===== src/rtl/mig_app_arbiter_pkg.sv =====
// Shared definitions for the two-client MIG app-interface arbiter.
// Holds MIG command encodings, the arbiter FSM state type and a
// ceil-log2 helper used to size the read-ID FIFO pointers.
package mig_app_arbiter_pkg;

  // MIG native app_cmd encodings
  localparam logic [2:0] CMD_WR = 3'b000;
  localparam logic [2:0] CMD_RD = 3'b001;

  typedef enum logic {
    ST_IDLE  = 1'b0,
    ST_ISSUE = 1'b1
  } arb_state_e;

  // Smallest r with 2**r >= v (v >= 1).
  function automatic int log2c(input int v);
    int r;
    r = 0;
    while ((1 << r) < v) r++;
    return r;
  endfunction

endpackage


===== src/rtl/mig_app_arbiter_id_fifo.sv =====
// Purpose : 1-bit-wide FIFO of client IDs for reads issued to MIG, in command order.
// Latency : push visible at head_o next cycle; pop advances head next cycle.
// Backpr. : full_o/empty_o flags; push when full (without pop) and pop when empty are ignored.
// Ports   : clk, reset_n (async active-low); push_i/push_id_i write side;
//           pop_i read side; head_o = ID at the read pointer; full_o/empty_o status.
module mig_app_arbiter_id_fifo
  import mig_app_arbiter_pkg::*;
#(
  parameter int DEPTH = 16
) (
  input  logic clk,
  input  logic reset_n,
  input  logic push_i,
  input  logic push_id_i,
  input  logic pop_i,
  output logic head_o,
  output logic full_o,
  output logic empty_o
);

  localparam int PW = log2c(DEPTH);
  localparam logic [PW:0] FULL_CNT = (PW+1)'(DEPTH);

  logic [DEPTH-1:0] mem_q;
  logic [PW-1:0]    wr_ptr_q;
  logic [PW-1:0]    rd_ptr_q;
  logic [PW:0]      count_q;
  logic             do_push;
  logic             do_pop;

  assign empty_o = (count_q == '0);
  assign full_o  = (count_q == FULL_CNT);
  assign head_o  = mem_q[rd_ptr_q];

  assign do_pop  = pop_i & ~empty_o;
  // A simultaneous pop frees the slot, so a push at full is still safe then.
  assign do_push = push_i & (~full_o | do_pop);

  always_ff @(posedge clk or negedge reset_n) begin
    if (!reset_n) begin
      mem_q    <= '0;
      wr_ptr_q <= '0;
      rd_ptr_q <= '0;
      count_q  <= '0;
    end else begin
      if (do_push) begin
        mem_q[wr_ptr_q] <= push_id_i;
        wr_ptr_q        <= wr_ptr_q + PW'(1);
      end
      if (do_pop) begin
        rd_ptr_q <= rd_ptr_q + PW'(1);
      end
      case ({do_push, do_pop})
        2'b10:   count_q <= count_q + (PW+1)'(1);
        2'b01:   count_q <= count_q - (PW+1)'(1);
        default: count_q <= count_q;
      endcase
    end
  end

endmodule


===== src/rtl/mig_app_arbiter.sv =====
// Purpose : round-robin share of one MIG native app port between clients c0 and c1,
//           with in-order routing of read returns back to the issuing client.
// Latency : grant -> app_en/app_wdf_wren next cycle; last MIG handshake -> cN_ack next
//           cycle; app_rd_data_valid -> cN_rd_valid/rd_data next cycle.
// Backpr. : app_en / app_wdf_wren held until app_rdy / app_wdf_rdy; clients hold
//           cN_req until cN_ack; reads are not granted while the ID FIFO is full.
// Ports   : clk, reset_n (async active-low); cN_req/rd/addr/wdata/ack/rd_valid client side;
//           rd_data shared return data; error sticky unexpected-return flag;
//           app_* MIG native interface (cmd, write data, read return).
module mig_app_arbiter
  import mig_app_arbiter_pkg::*;
#(
  parameter int ADDR_WIDTH     = 27,
  parameter int APP_DATA_WIDTH = 128,
  parameter int TAG_DEPTH      = 16
) (
  input  logic                      clk,
  input  logic                      reset_n,
  // client 0
  input  logic                      c0_req,
  input  logic                      c0_rd,
  input  logic [ADDR_WIDTH-1:0]     c0_addr,
  input  logic [APP_DATA_WIDTH-1:0] c0_wdata,
  output logic                      c0_ack,
  output logic                      c0_rd_valid,
  // client 1
  input  logic                      c1_req,
  input  logic                      c1_rd,
  input  logic [ADDR_WIDTH-1:0]     c1_addr,
  input  logic [APP_DATA_WIDTH-1:0] c1_wdata,
  output logic                      c1_ack,
  output logic                      c1_rd_valid,
  // shared read return and status
  output logic [APP_DATA_WIDTH-1:0] rd_data,
  output logic                      error,
  // MIG native app interface
  input  logic                      app_rdy,
  output logic                      app_en,
  output logic [2:0]                app_cmd,
  output logic [ADDR_WIDTH-1:0]     app_addr,
  input  logic                      app_wdf_rdy,
  output logic                      app_wdf_wren,
  output logic                      app_wdf_end,
  output logic [APP_DATA_WIDTH-1:0] app_wdf_data,
  input  logic                      app_rd_data_valid,
  input  logic [APP_DATA_WIDTH-1:0] app_rd_data
);

  arb_state_e                state_q, state_d;
  logic                      last_gnt_q, last_gnt_d;
  logic                      gnt_id_q, gnt_id_d;
  logic                      app_en_q, app_en_d;
  logic                      wren_q, wren_d;
  logic [2:0]                cmd_q, cmd_d;
  logic [ADDR_WIDTH-1:0]     addr_q, addr_d;
  logic [APP_DATA_WIDTH-1:0] wdata_q, wdata_d;
  logic                      cmd_done_q, cmd_done_d;
  logic                      data_done_q, data_done_d;
  logic [1:0]                ack_q, ack_d;
  logic [1:0]                rd_valid_q, rd_valid_d;
  logic [APP_DATA_WIDTH-1:0] rd_data_q;
  logic                      error_q, error_d;

  logic                      elig0, elig1;
  logic                      pick1;
  logic                      sel_rd;
  logic [ADDR_WIDTH-1:0]     sel_addr;
  logic [APP_DATA_WIDTH-1:0] sel_wdata;
  logic                      cmd_acc, data_acc;
  logic                      cmd_done_n, data_done_n;
  logic                      fifo_push, fifo_pop;
  logic                      fifo_head, fifo_full, fifo_empty;

  assign cmd_acc  = app_en_q & app_rdy;
  assign data_acc = wren_q & app_wdf_rdy;

  // A client whose ack is showing this cycle is still holding its old request,
  // so it must not be granted again on that stale request.
  assign elig0 = c0_req & ~ack_q[0] & ~(c0_rd & fifo_full);
  assign elig1 = c1_req & ~ack_q[1] & ~(c1_rd & fifo_full);

  // ---------------------------------------------------------------------------
  // Arbiter / issue FSM
  // ---------------------------------------------------------------------------
  always_comb begin
    state_d     = state_q;
    last_gnt_d  = last_gnt_q;
    gnt_id_d    = gnt_id_q;
    app_en_d    = app_en_q;
    wren_d      = wren_q;
    cmd_d       = cmd_q;
    addr_d      = addr_q;
    wdata_d     = wdata_q;
    cmd_done_d  = cmd_done_q;
    data_done_d = data_done_q;
    ack_d       = 2'b00;
    fifo_push   = 1'b0;
    cmd_done_n  = cmd_done_q | cmd_acc;
    data_done_n = data_done_q | data_acc;
    // c1 wins when it is the only one eligible, or both are and c0 went last.
    pick1       = elig1 & (~elig0 | ~last_gnt_q);
    sel_rd      = pick1 ? c1_rd    : c0_rd;
    sel_addr    = pick1 ? c1_addr  : c0_addr;
    sel_wdata   = pick1 ? c1_wdata : c0_wdata;

    case (state_q)
      ST_IDLE: begin
        app_en_d = 1'b0;
        wren_d   = 1'b0;
        if (elig0 | elig1) begin
          gnt_id_d    = pick1;
          last_gnt_d  = pick1;
          app_en_d    = 1'b1;
          wren_d      = ~sel_rd;
          cmd_d       = sel_rd ? CMD_RD : CMD_WR;
          addr_d      = sel_addr;
          wdata_d     = sel_wdata;
          cmd_done_d  = 1'b0;
          // reads carry no write beat, so the data side is already finished
          data_done_d = sel_rd;
          state_d     = ST_ISSUE;
        end
      end

      ST_ISSUE: begin
        cmd_done_d  = cmd_done_n;
        data_done_d = data_done_n;
        if (cmd_acc)  app_en_d = 1'b0;
        if (data_acc) wren_d   = 1'b0;
        // record the owner of a read the moment MIG takes the command
        fifo_push = cmd_acc & cmd_q[0];
        if (cmd_done_n && data_done_n) begin
          ack_d   = gnt_id_q ? 2'b10 : 2'b01;
          state_d = ST_IDLE;
        end
      end

      default: state_d = ST_IDLE;
    endcase
  end

  // ---------------------------------------------------------------------------
  // Read-return routing
  // ---------------------------------------------------------------------------
  always_comb begin
    rd_valid_d = 2'b00;
    error_d    = error_q;
    fifo_pop   = 1'b0;
    if (app_rd_data_valid) begin
      if (!fifo_empty) begin
        fifo_pop   = 1'b1;
        rd_valid_d = fifo_head ? 2'b10 : 2'b01;
      end else begin
        error_d = 1'b1;
      end
    end
  end

  always_ff @(posedge clk or negedge reset_n) begin
    if (!reset_n) begin
      state_q     <= ST_IDLE;
      last_gnt_q  <= 1'b1;
      gnt_id_q    <= 1'b0;
      app_en_q    <= 1'b0;
      wren_q      <= 1'b0;
      cmd_q       <= CMD_WR;
      addr_q      <= '0;
      wdata_q     <= '0;
      cmd_done_q  <= 1'b0;
      data_done_q <= 1'b0;
      ack_q       <= 2'b00;
      rd_valid_q  <= 2'b00;
      rd_data_q   <= '0;
      error_q     <= 1'b0;
    end else begin
      state_q     <= state_d;
      last_gnt_q  <= last_gnt_d;
      gnt_id_q    <= gnt_id_d;
      app_en_q    <= app_en_d;
      wren_q      <= wren_d;
      cmd_q       <= cmd_d;
      addr_q      <= addr_d;
      wdata_q     <= wdata_d;
      cmd_done_q  <= cmd_done_d;
      data_done_q <= data_done_d;
      ack_q       <= ack_d;
      rd_valid_q  <= rd_valid_d;
      error_q     <= error_d;
      if (app_rd_data_valid) rd_data_q <= app_rd_data;
    end
  end

  mig_app_arbiter_id_fifo #(
    .DEPTH (TAG_DEPTH)
  ) u_id_fifo (
    .clk       (clk),
    .reset_n   (reset_n),
    .push_i    (fifo_push),
    .push_id_i (gnt_id_q),
    .pop_i     (fifo_pop),
    .head_o    (fifo_head),
    .full_o    (fifo_full),
    .empty_o   (fifo_empty)
  );

  assign app_en       = app_en_q;
  assign app_wdf_wren = wren_q;
  assign app_cmd      = cmd_q;
  assign app_addr     = addr_q;
  assign app_wdf_data = wdata_q;
  assign app_wdf_end  = 1'b1;
  assign c0_ack       = ack_q[0];
  assign c1_ack       = ack_q[1];
  assign c0_rd_valid  = rd_valid_q[0];
  assign c1_rd_valid  = rd_valid_q[1];
  assign rd_data      = rd_data_q;
  assign error        = error_q;

endmodule

===== config.mk =====
export PLATFORM = sky130hd
export DESIGN_NAME = mig_app_arbiter
export DESIGN_NICKNAME = d
export VERILOG_FILES = /design/src/rtl/mig_app_arbiter_pkg.sv /design/src/rtl/mig_app_arbiter_id_fifo.sv /design/src/rtl/mig_app_arbiter.sv
export SDC_FILE = /design/constraint.sdc
export NUM_CORES = 1
export LEC_CHECK = 0
export ABC_AREA = 1
export CAP_MARGIN = 20
export CORE_AREA = 2 2 289 291
export CTS_CLUSTER_SIZE = 24
export DETAILED_ROUTE_END_ITERATION = 16
export DIE_AREA = 0 0 291 293
export GPL_TIMING_DRIVEN = 0
export SLEW_MARGIN = 5
export SYNTH_ARGS = -nofsm -noshare
export SYNTH_HDL_FRONTEND = slang
export SYNTH_HIERARCHICAL = 1
export SYNTH_SLANG_ARGS = --single-unit
export TNS_END_PERCENT = 20

===== constraint.sdc =====
create_clock -name clk -period 8 [get_ports clk]
set_clock_uncertainty 0.15 [all_clocks]
set_input_delay 1.6 -clock clk [delete_from_list [all_inputs] [get_ports clk]]
set_output_delay 1.6 -clock clk [all_outputs]
set_load 0.01 [all_outputs]

=== Word-level counts from Yosys, hierarchy flattened ===
Index checks and enable logic that the tools add are counted.

* Shift-type cells: 0
* Add/sub/neg operators: 4
* $lt $le $gt $ge: 3
* Reduce and logical (&&, ||, !) cells: 6
* Bitwise operators: 27
* Div/mod/pow operators: 0
* Multiply operators: 0
* Muxes and demuxes: 31
* Equal/unequal tests: 6

{| class="wikitable"
|+ Operators with widths
! operator !! number
|-
| $mux 128 || 1
|-
| $mux 27 || 1
|-
| $bwmux 16 || 1
|-
| $mux 1 || 14
|-
| $and 1x1->1 || 12
|-
| $mux 2 || 6
|-
| $lt 4x5->1 const B || 2
|-
| $not 1->1 || 10
|-
| $pmux 1 s2 || 5
|-
| $pmux 5 s2 || 1
|-
| $add 4x1->4 const B || 2
|-
| $add 5x1->5 const B || 1
|-
| $eq 5x5->1 const B || 1
|-
| $logic_not 5->1 || 1
|-
| $or 1x1->1 || 5
|-
| $sub 5x1->5 const B || 1
|-
| $bmux 1 s4 || 1
|-
| $demux 1 s4 || 1
|-
| $ge 4x1->1 const B || 1
|-
| $ne 2x1->1 const B || 2
|-
| $reduce_and 2->1 || 2
|-
| $eq 2x1->1 const B || 1
|-
| $eq 2x2->1 const B || 1
|-
| $logic_and 1x1->1 || 2
|-
| other kinds (2) || 2
|}

* Latch bits: 0
* Output and inout port bits: 294
* Bits in read-only memories: 0
* Flip-flop bits (word level): 327
* Memories kept: 0
* Bits in writable memories: 0
* Input bits: 447

=== Logic depth before layout (Yosys ltp) ===
* Word-level depth: 11
* Mapped depth: 17

=== Hierarchy ===
Netlist, hierarchy kept.

{| class="wikitable"
|+ By module, submodules not included
! module !! area an instance (um^2) !! times used !! cells each
|-
| mig_app_arbiter || 14131.1 || 1 || 1941
|-
| mig_app_arbiter_id_fifo || 1873.0 || 1 || 258
|}

=== Worst setup path before layout ===
OpenSTA, ideal clock, no wires.

* Path kind: input port to flip-flop
* Start point: in app_rd_data_valid
* End point: reg u_id_fifo.count_q[4]
* Arrival time: 3.405 ns
* Slack: 4.329 ns
* Buffers on the path: 1
* Stages on the path: 15
* Required time: 7.733 ns
* Cells stage by stage: clkinv_1 clkbuf_1 nor2_1 inv_1 nand4_4 nand2_2 ha_1 inv_1 fa_1 inv_1 nand3_1 nand3_1 nand2_1 nand2_1 nand2_1

* Cells in the longest elaborated chain, start to end: 6

{| class="wikitable"
|+ RTL lines
! element !! RTL line !! text
|-
| start: declaration || mig_app_arbiter.sv:45 || <nowiki>input logic app_rd_data_valid,</nowiki>
|-
| $mux 1 * || mig_app_arbiter.sv:149 || <nowiki>if (app_rd_data_valid) begin</nowiki>
|-
| named net fifo_pop || mig_app_arbiter.sv:71 || <nowiki>logic fifo_push, fifo_pop;</nowiki>
|-
| $and 1x1->1 * || mig_app_arbiter_id_fifo.sv:35 || <nowiki>assign do_pop = pop_i & ~empty_o;</nowiki>
|-
| $or 1x1->1 || mig_app_arbiter_id_fifo.sv:37 || <nowiki>assign do_push = push_i & (~full_o | do_pop);</nowiki>
|-
| $and 1x1->1 || mig_app_arbiter_id_fifo.sv:37 ||
|-
| $eq 2x1->1 or $eq 2x2->1 (tied branches) || mig_app_arbiter_id_fifo.sv:53 || <nowiki>case ({do_push, do_pop})</nowiki>
|-
| $pmux 5 s2 or $reduce_bool 2->1 (tied branches) || n/a ||
|-
| end signal: assignment || mig_app_arbiter_id_fifo.sv:54 || <nowiki>2'b10: count_q <= count_q + (PW+1)'(1);</nowiki>
|-
| end signal: assignment || mig_app_arbiter_id_fifo.sv:55 || <nowiki>2'b01: count_q <= count_q - (PW+1)'(1);</nowiki>
|-
| end signal: assignment || mig_app_arbiter_id_fifo.sv:56 || <nowiki>default: count_q <= count_q;</nowiki>
|-
| end: declaration || mig_app_arbiter_id_fifo.sv:27 || <nowiki>logic [PW:0] count_q;</nowiki>
|}

The timed path passes the listed nets; every way through them passes the cells marked *.
A chain may end at the register's enable or synchronous reset.

=== Worst setup path after layout ===
Ends and elaborated chain as after synthesis.

==> results by group <==
Run status
  • Outcome: completed

Timing
  • Final worst-path setup slack: ~3700 ps
  • F_max: 234 MHz
  • Fin crit period: around 4300 ps
  • Number of pins exceeding their max-slew limit in the final report: 0
  • Worst Max-Slew Pin Slew: approximately 1100 ps
  • Endpoints failing hold: 0
  • Final setup violation count: 0
  • Fraction of the cycle the final worst path needs: between 50% and 60%
  • RSZ-0062 raised after global routing: no
  • Max transition margin: 28.2%

Routing
  • Detailed-router iteration count before antenna repair: 5
  • DRC violation count after routing: 0
  • Overall via count from detail_route: between 15000 and 20000
  • Initial detailed-routing violation count: 846
  • Routed wire length: about 74000 um
  • Mean routed wirelength per cell: 18.1 um
  • Antenna viol nets, final: 0
  • DR vias/cell: 4.08

Clocking
  • Worst-skew pair later-pin latency: approximately 560 ps
  • CTS HTree Levels: 2
  • Root buffer selected by CTS: sky130_fd_sc_hd__clkbuf_16
  • Clock Sinks: 325
  • Clock tree from TritonCTS: built
  • Resized cells post-CTS: 0
  • Hold-fix buffers, CTS: 0
  • Bufs on Longest Clock Path: 3
  • Total clock buffers created by CTS: 43
  • Clock Pin Slew Worst Setup and Hold Paths: 60 ps
  • Number of setup buffers added after CTS: 0

Worst hold path
  • Hold Path Cell Cnt: 1
  • Hold Path Sink: error
  • Worst min-delay path startpoint: error
  • Type of the most critical hold path: register to register

Floorplan
  • DIE WIDTH: 291 um
  • Die Outline Area: 85300 um^2
  • Area of the placeable core: 81800 um^2
  • Top-level I/O count: 741
  • Row Count: 105
  • Starting Density: 19.6%
  • Height of the die: ~300 um

Worst setup path
  • Register-to-Register Path Depth: 10
  • Required time at the worst-slack endpoint: ~8300 ps
  • Register-to-register path setup slack: 4480 ps
  • Capture point of the worst reg-to-reg path: app_wdf_data[36]
  • Crit. End Element: register
  • Worst reg2reg startpoint: u_id_fifo/count_q[1]
  • Worst Path Max Fanout: 10
  • Kind of critical path: primary input to register
  • Worst Setup Start Kind: primary input
  • Critical path arrival: approximately 4600 ps

Synth
  • Post-Synthesis Cells: between 2000 and 2500
  • Mean cell area of the mapped netlist: 7.28 um^2
  • Flip-flop and latch count after synthesis: 325
  • Count of distinct cell types in the synthesized netlist: 30
  • Count of warnings emitted by yosys: 6
  • Register area share after synthesis: 50.8%
  • Area of the mapped netlist: 16000 um^2

Cells and area
  • Total Nets Final: 3442
  • Area growth from synthesis to layout: 63.4%
  • Commonest cells after routing, fill and taps aside: sky130_fd_sc_hd__nand2_1, sky130_fd_sc_hd__clkdlybuf4s50_1, sky130_fd_sc_hd__inv_1
  • Most frequent standard cell in the layout excluding fill and tap cells: sky130_fd_sc_hd__nand2_1
  • Final non-filler cell total: 4094
  • Share of layout cells above drive strength 1: 4.81%
  • Total non-filler cell area in the finished layout: about 26000 um^2

GRT
  • Aggregate global routing overflow: 0
  • Fraction of met3 tracks used by global routing: 4.48%
  • Global-route usage over all layers: 16.8%
  • Global routing usage on met2: 27.3%
  • Global route hottest layer: met2
  • Antenna violations before repair: 12
  • Routing usage on met1: 21.1%
  • Global-route wire length before repair: 106000 um
  • Vias in the first global route: 16300
  • Pin count of the biggest net entering global routing: 102

Placed design
  • Global placement routability congestion: 0.924
  • Detailed placement HPWL: around 58000 um
  • Worst setup slack after placement: 3110 ps
  • Area after DPL: between 20000 and 25000 um^2
  • Port buffer count: ~740
  • Number of placed instances, taps included: 4010

Flow run
  • Max-capacitance violation count: 0

Power
  • Cell internal pwr: roughly 4.8 mW
  • Cell Pwr Density: 304 nW/um^2
  • Clock power frac: 23.5%
  • Pleak: 13.3 nW
  • Peak supply drop: about 210 uV
  • Power spent charging and discharging nets: a little over 3 mW
  • Switching power share of the total: 39.0%
  • Share of power burned in registers: about a third
  • Portion of total power attributed to combinational logic: a little under half
==> cell usage after synthesis <==
library cell / count / area, um^2
sky130_fd_sc_hd__nand4_2: 1 / 12.5
sky130_fd_sc_hd__a21oi_1: 4 / 20.0
sky130_fd_sc_hd__nand2_2: 1 / 6.26
sky130_fd_sc_hd__nor3b_1: 1 / 7.51
sky130_fd_sc_hd__nor2_2: 2 / 12.5
sky130_fd_sc_hd__buf_4: 17 / 128
sky130_fd_sc_hd__inv_2: 4 / 15.0
sky130_fd_sc_hd__fa_1: 1 / 20.0
sky130_fd_sc_hd__inv_1: 353 / 1330
sky130_fd_sc_hd__a21oi_2: 1 / 8.76
sky130_fd_sc_hd__clkbuf_1: 49 / 184
sky130_fd_sc_hd__nand4_4: 1 / 21.3
sky130_fd_sc_hd__ha_1: 9 / 113
sky130_fd_sc_hd__nand3_1: 351 / 1760
sky130_fd_sc_hd__nand4_1: 16 / 100
sky130_fd_sc_hd__clkinv_1: 1 / 3.75
sky130_fd_sc_hd__buf_6: 2 / 22.5
sky130_fd_sc_hd__nand2_1: 952 / 3570
sky130_fd_sc_hd__xor2_1: 5 / 43.8
sky130_fd_sc_hd__dfstp_2: 1 / 26.3
sky130_fd_sc_hd__buf_2: 51 / 255
sky130_fd_sc_hd__dfrtp_1: 324 / 8110
sky130_fd_sc_hd__xnor2_1: 2 / 17.5
sky130_fd_sc_hd__o21ai_0: 10 / 50.1
sky130_fd_sc_hd__nand3_2: 3 / 30.0
sky130_fd_sc_hd__nor3_1: 1 / 5.00
sky130_fd_sc_hd__a21o_1: 1 / 7.51
sky130_fd_sc_hd__nor2_1: 24 / 90.1
sky130_fd_sc_hd__conb_1: 2 / 7.51
sky130_fd_sc_hd__buf_1: 9 / 33.8
==> critical path, stage by stage <==
cell and delay, ps:
sky130_fd_sc_hd__clkdlybuf4s50_1 450, sky130_fd_sc_hd__clkinv_1 110, sky130_fd_sc_hd__clkbuf_1 540, sky130_fd_sc_hd__nor2_1 160, sky130_fd_sc_hd__inv_1 140, sky130_fd_sc_hd__nand4_4 170, sky130_fd_sc_hd__nand2_2 200, sky130_fd_sc_hd__ha_1 310
sky130_fd_sc_hd__inv_1 90, sky130_fd_sc_hd__fa_1 360, sky130_fd_sc_hd__inv_1 100, sky130_fd_sc_hd__nand3_1 90, sky130_fd_sc_hd__nand3_1 90, sky130_fd_sc_hd__nand2_1 50, sky130_fd_sc_hd__nand2_1 50, sky130_fd_sc_hd__nand2_1 50
==> area by class of cell <==
| type | count | area (um^2) |
|---|---|---|
| clock buffers | 68 | 1240 |
| multi-input cells | 1389 | 5910 |
| well taps | 1070 | 1340 |
| fillers | 8783 | 55700 |
| flip-flops and latches | 325 | 8130 |
| inverters | 358 | 1340 |
| repair buffers | 740 | 7460 |
| clock inverters | 8 | 85.1 |
| diodes | 8 | 20.0 |
| plain buffers | 128 | 623 |
==> how the worst max path moves through the flow <==
| stage | start | end | depth (start not counted) |
|---|---|---|---|
| 5_1_grt | app_rd_data_valid | u_id_fifo/count_q[4] | 17 |
| 6_report | app_rd_data_valid | u_id_fifo/count_q[4] | 16 |
| 3_3_place_gp | reset_n | rd_data[77] | 1 |
| 3_5_place_dp | app_rd_data_valid | u_id_fifo/count_q[4] | 16 |
| 2_1_floorplan | app_rd_data_valid | u_id_fifo/count_q[4] | 15 |
| 4_1_cts | app_rd_data_valid | u_id_fifo/count_q[4] | 16 |
==> registers in the layout (all words and copies together), names as in the netlist, 2 cells and up <==
signal	cells
u_id_fifo/count_q	5
rd_data	128
rd_valid_q	2
app_wdf_data	128
ack_q	2
u_id_fifo/rd_ptr_q	4
u_id_fifo/wr_ptr_q	4
app_addr	27
u_id_fifo/mem_q	16
==> metal layers <==
metal  share of wire [%]  wire length [um]
met5               0.058                43
met4                 3.8              2830
met3                 7.3              5390
met2                  46             34200
met1                  43             31500
==> through the flow <==
stage	power (mW)	setup TNS, ps	util (%)	hold slack [ps]
after floorplan	4.12	0	-	271
after global placement	6.10	-3405530	30.2	289
after detailed placement	6.13	0	30.3	302
after CTS	8.06	0	31.9	314
after global routing	8.47	0	32.0	332
final	7.95	0	32.0	308
==> power by group through the flow <==
stage	registers [mW]	logic [mW]	clock network (mW)
2_1_floorplan	2.70	1.42	0
3_3_place_gp	2.51	3.59	0
3_5_place_dp	2.51	3.62	0
4_1_cts	2.50	3.63	1.94
5_1_grt	2.56	3.92	1.99
6_report	2.50	3.58	1.87
==> cell families after synthesis <==
| logic type | Yosys count | share of synthesized area (%) |
|---|---|---|
| XOR/XNOR | 7 | 0.383 |
| flip-flops | 325 | 50.8 |
| buffers and inverters | 486 | 12.3 |
| adder cells (fa/ha/maj) | 10 | 0.829 |
| other | 2 | 0.0469 |
| AO/OA/AOI/OAI | 16 | 0.539 |
| AND/OR/NAND/NOR | 1353 | 35.1 |
(Power assumes the default switching activity.)
